<file path="src/rtl/ex_mem_stage.sv">
// ex_mem_stage: EX->MEM pipeline stage of the RV32 core.
// Registers the ALU result and its companions, resolves branches/jumps,
// issues a one-cycle fetch redirect, squashes the wrong-path instruction
// seen during the redirect cycle, and hands results to MEM over valid/ready.
// Build option: define EX_SKID_BUF_EN for a two-entry skid buffer with a
// fully registered ex_ready; left undefined, a single output register is
// used and ex_ready depends combinationally on mem_ready.

module ex_mem_stage #(
    parameter int unsigned N = 32
) (
    input  logic         clock,
    input  logic         reset,
    input  logic         ex_valid,
    output logic         ex_ready,
    input  logic [N-1:0] ex_alu_out,
    input  logic         ex_alu_zero,
    input  logic         ex_a_msb,
    input  logic         ex_b_msb,
    input  logic         ex_is_branch,
    input  logic         ex_is_jump,
    input  logic [2:0]   ex_funct3,
    input  logic [N-1:0] ex_target,
    input  logic [N-1:0] ex_pc_plus4,
    input  logic [N-1:0] ex_store_data,
    input  logic         ex_mem_read,
    input  logic         ex_mem_write,
    input  logic         ex_reg_write,
    input  logic [4:0]   ex_rd,
    input  logic         flush,
    output logic         redirect_valid,
    output logic [N-1:0] redirect_pc,
    output logic         mem_valid,
    input  logic         mem_ready,
    output logic [N-1:0] mem_result,
    output logic [N-1:0] mem_store_data,
    output logic         mem_mem_read,
    output logic         mem_mem_write,
    output logic         mem_reg_write,
    output logic [4:0]   mem_rd
);

    typedef enum logic [1:0] {
        ST_EMPTY,
        ST_ONE,
        ST_TWO
    } state_t;

    typedef struct packed {
        logic [N-1:0] result;
        logic [N-1:0] store_data;
        logic         mem_read;
        logic         mem_write;
        logic         reg_write;
        logic [4:0]   rd;
    } payload_t;

    state_t       r_state;
    state_t       w_state_nxt;
    payload_t     r_main;
    payload_t     w_in;
    logic         r_redirect_valid;
    logic [N-1:0] r_redirect_pc;

    logic         w_accept;
    logic         w_push;
    logic         w_xfer;
    logic         w_blt;
    logic         w_cond;
    logic         w_taken;
    logic         w_redirect_nxt;
    logic         w_load_main;

`ifdef EX_SKID_BUF_EN
    payload_t     r_skid;
    logic         r_ex_ready;
    logic         w_load_skid;
    logic         w_main_from_skid;

    assign ex_ready = r_ex_ready;
`else
    assign ex_ready = (r_state == ST_EMPTY) || mem_ready || r_redirect_valid;
`endif

    // Handshakes; an instruction accepted during the redirect cycle is wrong-path and dropped
    assign w_accept       = ex_valid && ex_ready;
    assign w_xfer         = mem_valid && mem_ready;
    assign w_push         = w_accept && !r_redirect_valid && !flush;
    assign w_redirect_nxt = w_push && w_taken;

    // Branch condition from ALU flags; BLT uses operand signs to survive SUB overflow
    always_comb begin
        w_blt  = (ex_a_msb != ex_b_msb) ? ex_a_msb : ex_alu_out[N-1];
        w_cond = 1'b0;
        case (ex_funct3)
            3'b000:  w_cond = ex_alu_zero;
            3'b001:  w_cond = !ex_alu_zero;
            3'b100:  w_cond = w_blt;
            3'b101:  w_cond = !w_blt;
            3'b110:  w_cond = ex_alu_out[N-1];
            3'b111:  w_cond = !ex_alu_out[N-1];
            default: w_cond = 1'b0;
        endcase
        w_taken = ex_is_jump || (ex_is_branch && w_cond);
    end

    // Assemble the incoming MEM payload; jumps write the link value
    always_comb begin
        w_in            = '0;
        w_in.result     = ex_is_jump ? ex_pc_plus4 : ex_alu_out;
        w_in.store_data = ex_store_data;
        w_in.mem_read   = ex_mem_read;
        w_in.mem_write  = ex_mem_write;
        w_in.reg_write  = ex_reg_write;
        w_in.rd         = ex_rd;
    end

    // Output buffer next-state and register load selects
    always_comb begin
        w_state_nxt = r_state;
        w_load_main = 1'b0;
`ifdef EX_SKID_BUF_EN
        w_load_skid      = 1'b0;
        w_main_from_skid = 1'b0;
`endif
        case (r_state)
            ST_EMPTY: begin
                if (w_push) begin
                    w_load_main = 1'b1;
                    w_state_nxt = ST_ONE;
                end
            end
            ST_ONE: begin
                if (w_push && w_xfer) begin
                    w_load_main = 1'b1;
                end
`ifdef EX_SKID_BUF_EN
                else if (w_push) begin
                    w_load_skid = 1'b1;
                    w_state_nxt = ST_TWO;
                end
`endif
                else if (w_xfer) begin
                    w_state_nxt = ST_EMPTY;
                end
            end
`ifdef EX_SKID_BUF_EN
            ST_TWO: begin
                if (w_xfer) begin
                    w_main_from_skid = 1'b1;
                    w_state_nxt      = ST_ONE;
                end
            end
`endif
            default: w_state_nxt = ST_EMPTY;
        endcase
        if (flush) begin
            w_state_nxt = ST_EMPTY;
`ifdef EX_SKID_BUF_EN
            w_main_from_skid = 1'b0;
`endif
        end
    end

    // Buffer state register
    always_ff @(posedge clock) begin
        if (reset) r_state <= ST_EMPTY;
        else       r_state <= w_state_nxt;
    end

    // Payload registers; MEM only ever sees the main register
    always_ff @(posedge clock) begin
        if (reset) begin
            r_main <= '0;
`ifdef EX_SKID_BUF_EN
            r_skid <= '0;
`endif
        end else begin
            if (w_load_main) r_main <= w_in;
`ifdef EX_SKID_BUF_EN
            else if (w_main_from_skid) r_main <= r_skid;
            if (w_load_skid) r_skid <= w_in;
`endif
        end
    end

`ifdef EX_SKID_BUF_EN
    // Registered ready: open unless full, but always open in the squash cycle
    always_ff @(posedge clock) begin
        if (reset) r_ex_ready <= 1'b1;
        else       r_ex_ready <= (w_state_nxt != ST_TWO) || w_redirect_nxt;
    end
`endif

    // One-cycle fetch redirect for an accepted taken branch or jump
    always_ff @(posedge clock) begin
        if (reset) begin
            r_redirect_valid <= 1'b0;
            r_redirect_pc    <= '0;
        end else begin
            r_redirect_valid <= w_redirect_nxt;
            if (w_redirect_nxt) r_redirect_pc <= ex_target;
        end
    end

    assign redirect_valid = r_redirect_valid;
    assign redirect_pc    = r_redirect_pc;
    assign mem_valid      = (r_state != ST_EMPTY);
    assign mem_result     = r_main.result;
    assign mem_store_data = r_main.store_data;
    assign mem_mem_read   = r_main.mem_read;
    assign mem_mem_write  = r_main.mem_write;
    assign mem_reg_write  = r_main.reg_write;
    assign mem_rd         = r_main.rd;

endmodule

</file>
<file path="config.mk">
export PLATFORM = sky130hd
export DESIGN_NAME = ex_mem_stage
export DESIGN_NICKNAME = d
export VERILOG_FILES = /design/src/rtl/ex_mem_stage.sv
export SDC_FILE = /design/constraint.sdc
export NUM_CORES = 1
export LEC_CHECK = 0
export BUFFER_PORTS_ARGS = -buffer_cell sky130_fd_sc_hd__buf_2
export CORE_MARGIN = 1.5
export CORE_UTILIZATION = 44
export DETAILED_ROUTE_END_ITERATION = 6
export PLACE_DENSITY_LB_ADDON = 0.15
export SLEW_MARGIN = 20
export SYNTH_ARGS = -nofsm -noshare
export SYNTH_HDL_FRONTEND = slang
export SYNTH_SLANG_ARGS = --single-unit
</file>
<file path="constraint.sdc">
create_clock -name clock -period 2.1 [get_ports clock]
set_input_delay 0.105 -clock clock [delete_from_list [all_inputs] [get_ports clock]]
set_output_delay 0.105 -clock clock [all_outputs]
set_load 0.05 [all_outputs]
</file>
; Word-level counts from Yosys, hierarchy flattened
; Cells that the tools add are included.
; W data, S select, Z words.
[totals]
register_bits = 107
input_bits = 149
output_inout_bits = 107
wordCells = 49
[classes]
eq_ne = 10
mux = 10
reduce_logical = 20
[ops]
columns = op, count
row1 = $mux W32, 1
row2 = $eq A3 B3 Y1 const B, 4
row3 = $logic_and A1 B1 Y1, 7
row4 = $mux W2, 3
row5 = $ne A2 B2 Y1 const B, 3
row6 = $pmux W1 S6, 1
row7 = $logic_not A1 Y1, 5
row8 = $pmux W2 S2, 1
row9 = $eq A3 B1 Y1 const B, 1
row10 = $logic_not A3 Y1, 1
row11 = $logic_or A1 B1 Y1, 3
row12 = $mux W1, 3
row13 = $reduce_and A3 Y1, 1
row14 = $eq A2 B1 Y1 const B, 1
row15 = $logic_not A2 Y1, 1
row16 = $pmux W1 S2, 1
row17 = $reduce_bool A2 Y1, 1
row18 = $reduce_or A2 Y1, 1
row19 = $ne A1 B1 Y1, 1

; Depth between registers and ports, before layout
[logic_depth]
ltp_word = 9
ltp_mapped = 6

; Worst setup path after synthesis
; Ideal clock, no wire load.
[synth_timing]
kind = reg2reg
start = reg r_state[0]
end = reg r_redirect_pc[10], in the netlist redirect_pc[10]
arrival_ps = 1883
required_time_ps = 2028
setup_slack_ps = 146
path_stages_with_launch = 7
period_less_slack_ps = 1954
cell_sequence = dfxtp_1 nor2b_4 or3_1 buf_2 a311oi_4 buf_6 mux2i_1
[synth_via]
elab_chain_cells = 7
[synth_rtl]
columns = item, line
row1 = from (decl), 58  ; state_t r_state;
row2 = from (signal assigned), 168  ; else r_state <= w_state_nxt;
row3 = $logic_not A2 Y1, 82  ; assign ex_ready = (r_state == ST_EMPTY) || mem_ready || r_redirect_valid;
row4 = $logic_or A1 B1 Y1 (2 in series), 82
row5 = $logic_and A1 B1 Y1, 86  ; assign w_accept = ex_valid && ex_ready;
row6 = $logic_and A1 B1 Y1 (2 in series), 88  ; assign w_push = w_accept && !r_redirect_valid && !flush;
row7 = $logic_and A1 B1 Y1, 89  ; assign w_redirect_nxt = w_push && w_taken;
row8 = to (signal assigned), 202  ; if (w_redirect_nxt) r_redirect_pc <= ex_target;
row9 = to (decl), 63  ; logic [N-1:0] r_redirect_pc;
; Every way passes these cells.
; A chain may end at the register's enable or synchronous reset.

; Worst setup path in the final report
[layout_timing]
start = reg r_redirect_valid, in the netlist redirect_valid
end = reg r_redirect_pc[25], in the netlist redirect_pc[25]
[layout_via]
elab_chain_cells = 5
[layout_rtl]
columns = item, line
row1 = from (decl), 62  ; logic r_redirect_valid;
row2 = from (signal assigned), 201  ; r_redirect_valid <= w_redirect_nxt;
row3 = $logic_or A1 B1 Y1, 82
row4 = $logic_and A1 B1 Y1, 86
row5 = $logic_and A1 B1 Y1 * (2 in series), 88
row6 = $logic_and A1 B1 Y1 *, 89
; Mark *: on every way between the ends. The rest lies on a longest branch, timed or not.

==> results.toml <==
[critical_path]
cp-startpoint = "redirect_valid"
cp_data_arrival_time_ns = 2.05
required_ns = 2.38
cpPeakStageDelay_ns = 0.39
critPathKind = "register to register"
crit_slowest_cell = "or3_1"
start_kind = "register"
crit_path_end_kind = "register"
cp_cell_sequence = "nand2b_1 > or3_1 > a311oi_4 > buf_12 > mux2i_1"
r2r_start = "redirect_valid"
worstPathMaxFanout = 33

[synthesis]
synth.distinct_cells = 21
synthFlopType = "dfxtp_1"
synth_area_per_cell_um2 = 9.168
seq_area_frac_synth = 0.4893
syn_area_um2 = 4337
yosys.area.top_type_share = 0.4893
ys_ff_latch = 106
synthTopCellsByArea = "dfxtp_1 (49%), mux2i_1 (15%), nand2b_1 (9.5%), nand2_1 (6.9%), a211oi_1 (5.5%)"
yosysMostFrequentCell = "dfxtp_1"
synth.largest_area_cell = "dfxtp_1"
yosysWarnings = 0
syn_inst = 473
synth_nets = 622
async_reset_ff_frac = 0
synth_edf_count = 0
synth_commonest_cells = "dfxtp_1 (106), nand2_1 (80), nand2b_1 (66), mux2i_1 (64), a21oi_1 (41)"

[layout]
fillers = 779
num_antenna_cells = 0
drive_gt1_frac = 0.3632
nets = 916
area_delta_synth_final_pct = 50.81

[drt]
routed_wl_um = 11760
drt_drc_violations_left = 0
vias_per_cell = 4.688
postRouteAntennaNets = 0
drtIter0Drc = 88
num_vias = 4238
wl_per_cell_um = 13.01
drt_pass1_iterations = 5

[grt]
grt_use_total = 0.2104
grt_max_degree = 139
antenna_found_initial = 0
grt-ovfl-total = 0
grt_pass1_vias = 3919
grt_pass1_wl_um = 17470

[run]
drv_cap = 0

[power]
leakage_nw = 3.072
powerDensity_nw_per_um2 = 722.3
irDropWorstVdd_mv = 0.4221

[floorplan]
core_area_um2 = 9684
die_w_um = 102.3
ios = 256
die_y_um = 102.3
die_area_um2 = 10460
rows = 36
initial_utilization = 0.4478

[timing]
rsz0062_at_grt = "no"
skew_ns = 0.01096
holdWs_ns = 0.01087
slew_violations = 0
final-hold-violation-count = 0
relSlewSlack = 0.6653
max_freq_ghz = 0.5648
layout_min_cycle_time_ns = 1.771
tns_ns = 0
fin_crit_sh = 0.8431
worstMarginPinSlew_ns = 0.5021
finalSetupViolCount = 0
setup_slack_ns = 0.3295

[cts]
insertion_delay_ns = 0.36
cts.clk_slew.worst_paths_ns = 0.10
clock-sinks = 106
htree_levels = 3
numCtsBuffers = 9
cts-root-buf = "clkbuf_8"
cts_tree = "yes"
cts_resized = 0
cts_max_path_buffers = 2

[worst_hold_path]
min_from = "ex_target[17]"
hp-class = "input pin to register"

[run_status]
status = "complete, no violations"

[placement]
dp_hpwl_um = 8065
place.gp.congestion = 0.7602
port_buffers = 255
dpl_worst_slack_ns = 0.3447
## stage by stage
| stage | std cells | utilization | cell area, um^2 | total power [mW] |
|---|---|---|---|---|
| after floorplan | 473 | - | 4337 | 2.912 |
| after CTS | 904 | 0.6753 | 6540 | 4.766 |
| after detailed placement | 830 | 0.5904 | 5718 | 3.228 |
| after global placement | 830 | 0.5904 | 5718 | 3.208 |
| after global routing | 904 | 0.6753 | 6540 | 4.929 |
| final | 904 | 0.6753 | 6540 | 4.724 |
## timing repair
item | in CTS | in global routing
hold buffers | 59 | 0
setup buffers | 0 | 0
hold endpoints to repair | 59 | 0
## cells in the final DEF (no fill, tap or decap), types with 4 or more instances in the layout
cell	count
nand2_1	80
buf_2	254
clkbuf_8	9
buf_4	4
mux2i_1	64
dlygate4sd3_1	59
nand2b_1	66
a211oi_1	32
a21oi_1	41
buf_12	4
nor2_1	32
dfxtp_1	106
## kinds of logic after synthesis
family                    share of synthesized area
muxes                                        0.1477
buffers and inverters                       0.04039
DFF                                          0.4893
and+or+nand+nor                              0.2034
xor gates and xnor gates                   0.004040
AOI/OAI and AO/OA                            0.1151
## metal layers
layer  track usage  up-vias  share of wire
met5             0        -              0
met4       0.08430        0          0.030
met3       0.05951       28          0.071
met2        0.3704      171           0.49
met1        0.2401     1874           0.41
li1              -     2165              -
## where the power goes
part / leakage [nW] / internal (mW) / switching [mW] / total (mW)
registers: 0.867 / 2.12 / 0.0509 / 2.17
clock network: 0.116 / 0.787 / 0.670 / 1.46
logic: 2.09 / 0.403 / 0.694 / 1.10
total: 3.07 / 3.31 / 1.42 / 4.72
## layout make-up
class / instances / area [um^2] / area share
clock buffers: 10 / 127.6 / 0.01951
flip-flops and latches: 106 / 2122 / 0.3245
inverters: 1 / 3.754 / 0.0005739
well taps: 133 / 166.4 / 0.02544
clock inverters: 5 / 103.9 / 0.01588
multi-input cells: 328 / 2044 / 0.3126
repair buffers: 321 / 1972 / 0.3015
## flip-flops by register name (all words and copies together) (netlist names)
| register | cells |
|---|---|
| mem_reg_write | 1 |
| mem_mem_write | 1 |
| mem_result | 32 |
| mem_store_data | 32 |
| r_state | 1 |
| mem_rd | 5 |
| redirect_valid | 1 |
| mem_mem_read | 1 |
| redirect_pc | 32 |
## final timing paths
| kind | end | slack, ns | cells past startpoint |
|---|---|---|---|
| hold / removal | redirect_pc[17] | 0.01 | 3 |
| setup reg to reg | redirect_pc[25] | 0.33 | 5 |
| hold reg to reg | mem_store_data[8] | 0.45 | 2 |
| setup / recovery | redirect_pc[25] | 0.33 | 5 |
## worst max-delay path: cells and delay by family, from the launching register on
kind                   cells  cell delay, ns
AND/OR/NAND/NOR            2            0.57
flip-flops                 1            0.33
buffers and inverters      1            0.28
AO/OA/AOI/OAI              1            0.27
multiplexers               1            0.23
No activity file was read; power rests on OpenSTA's default activity.
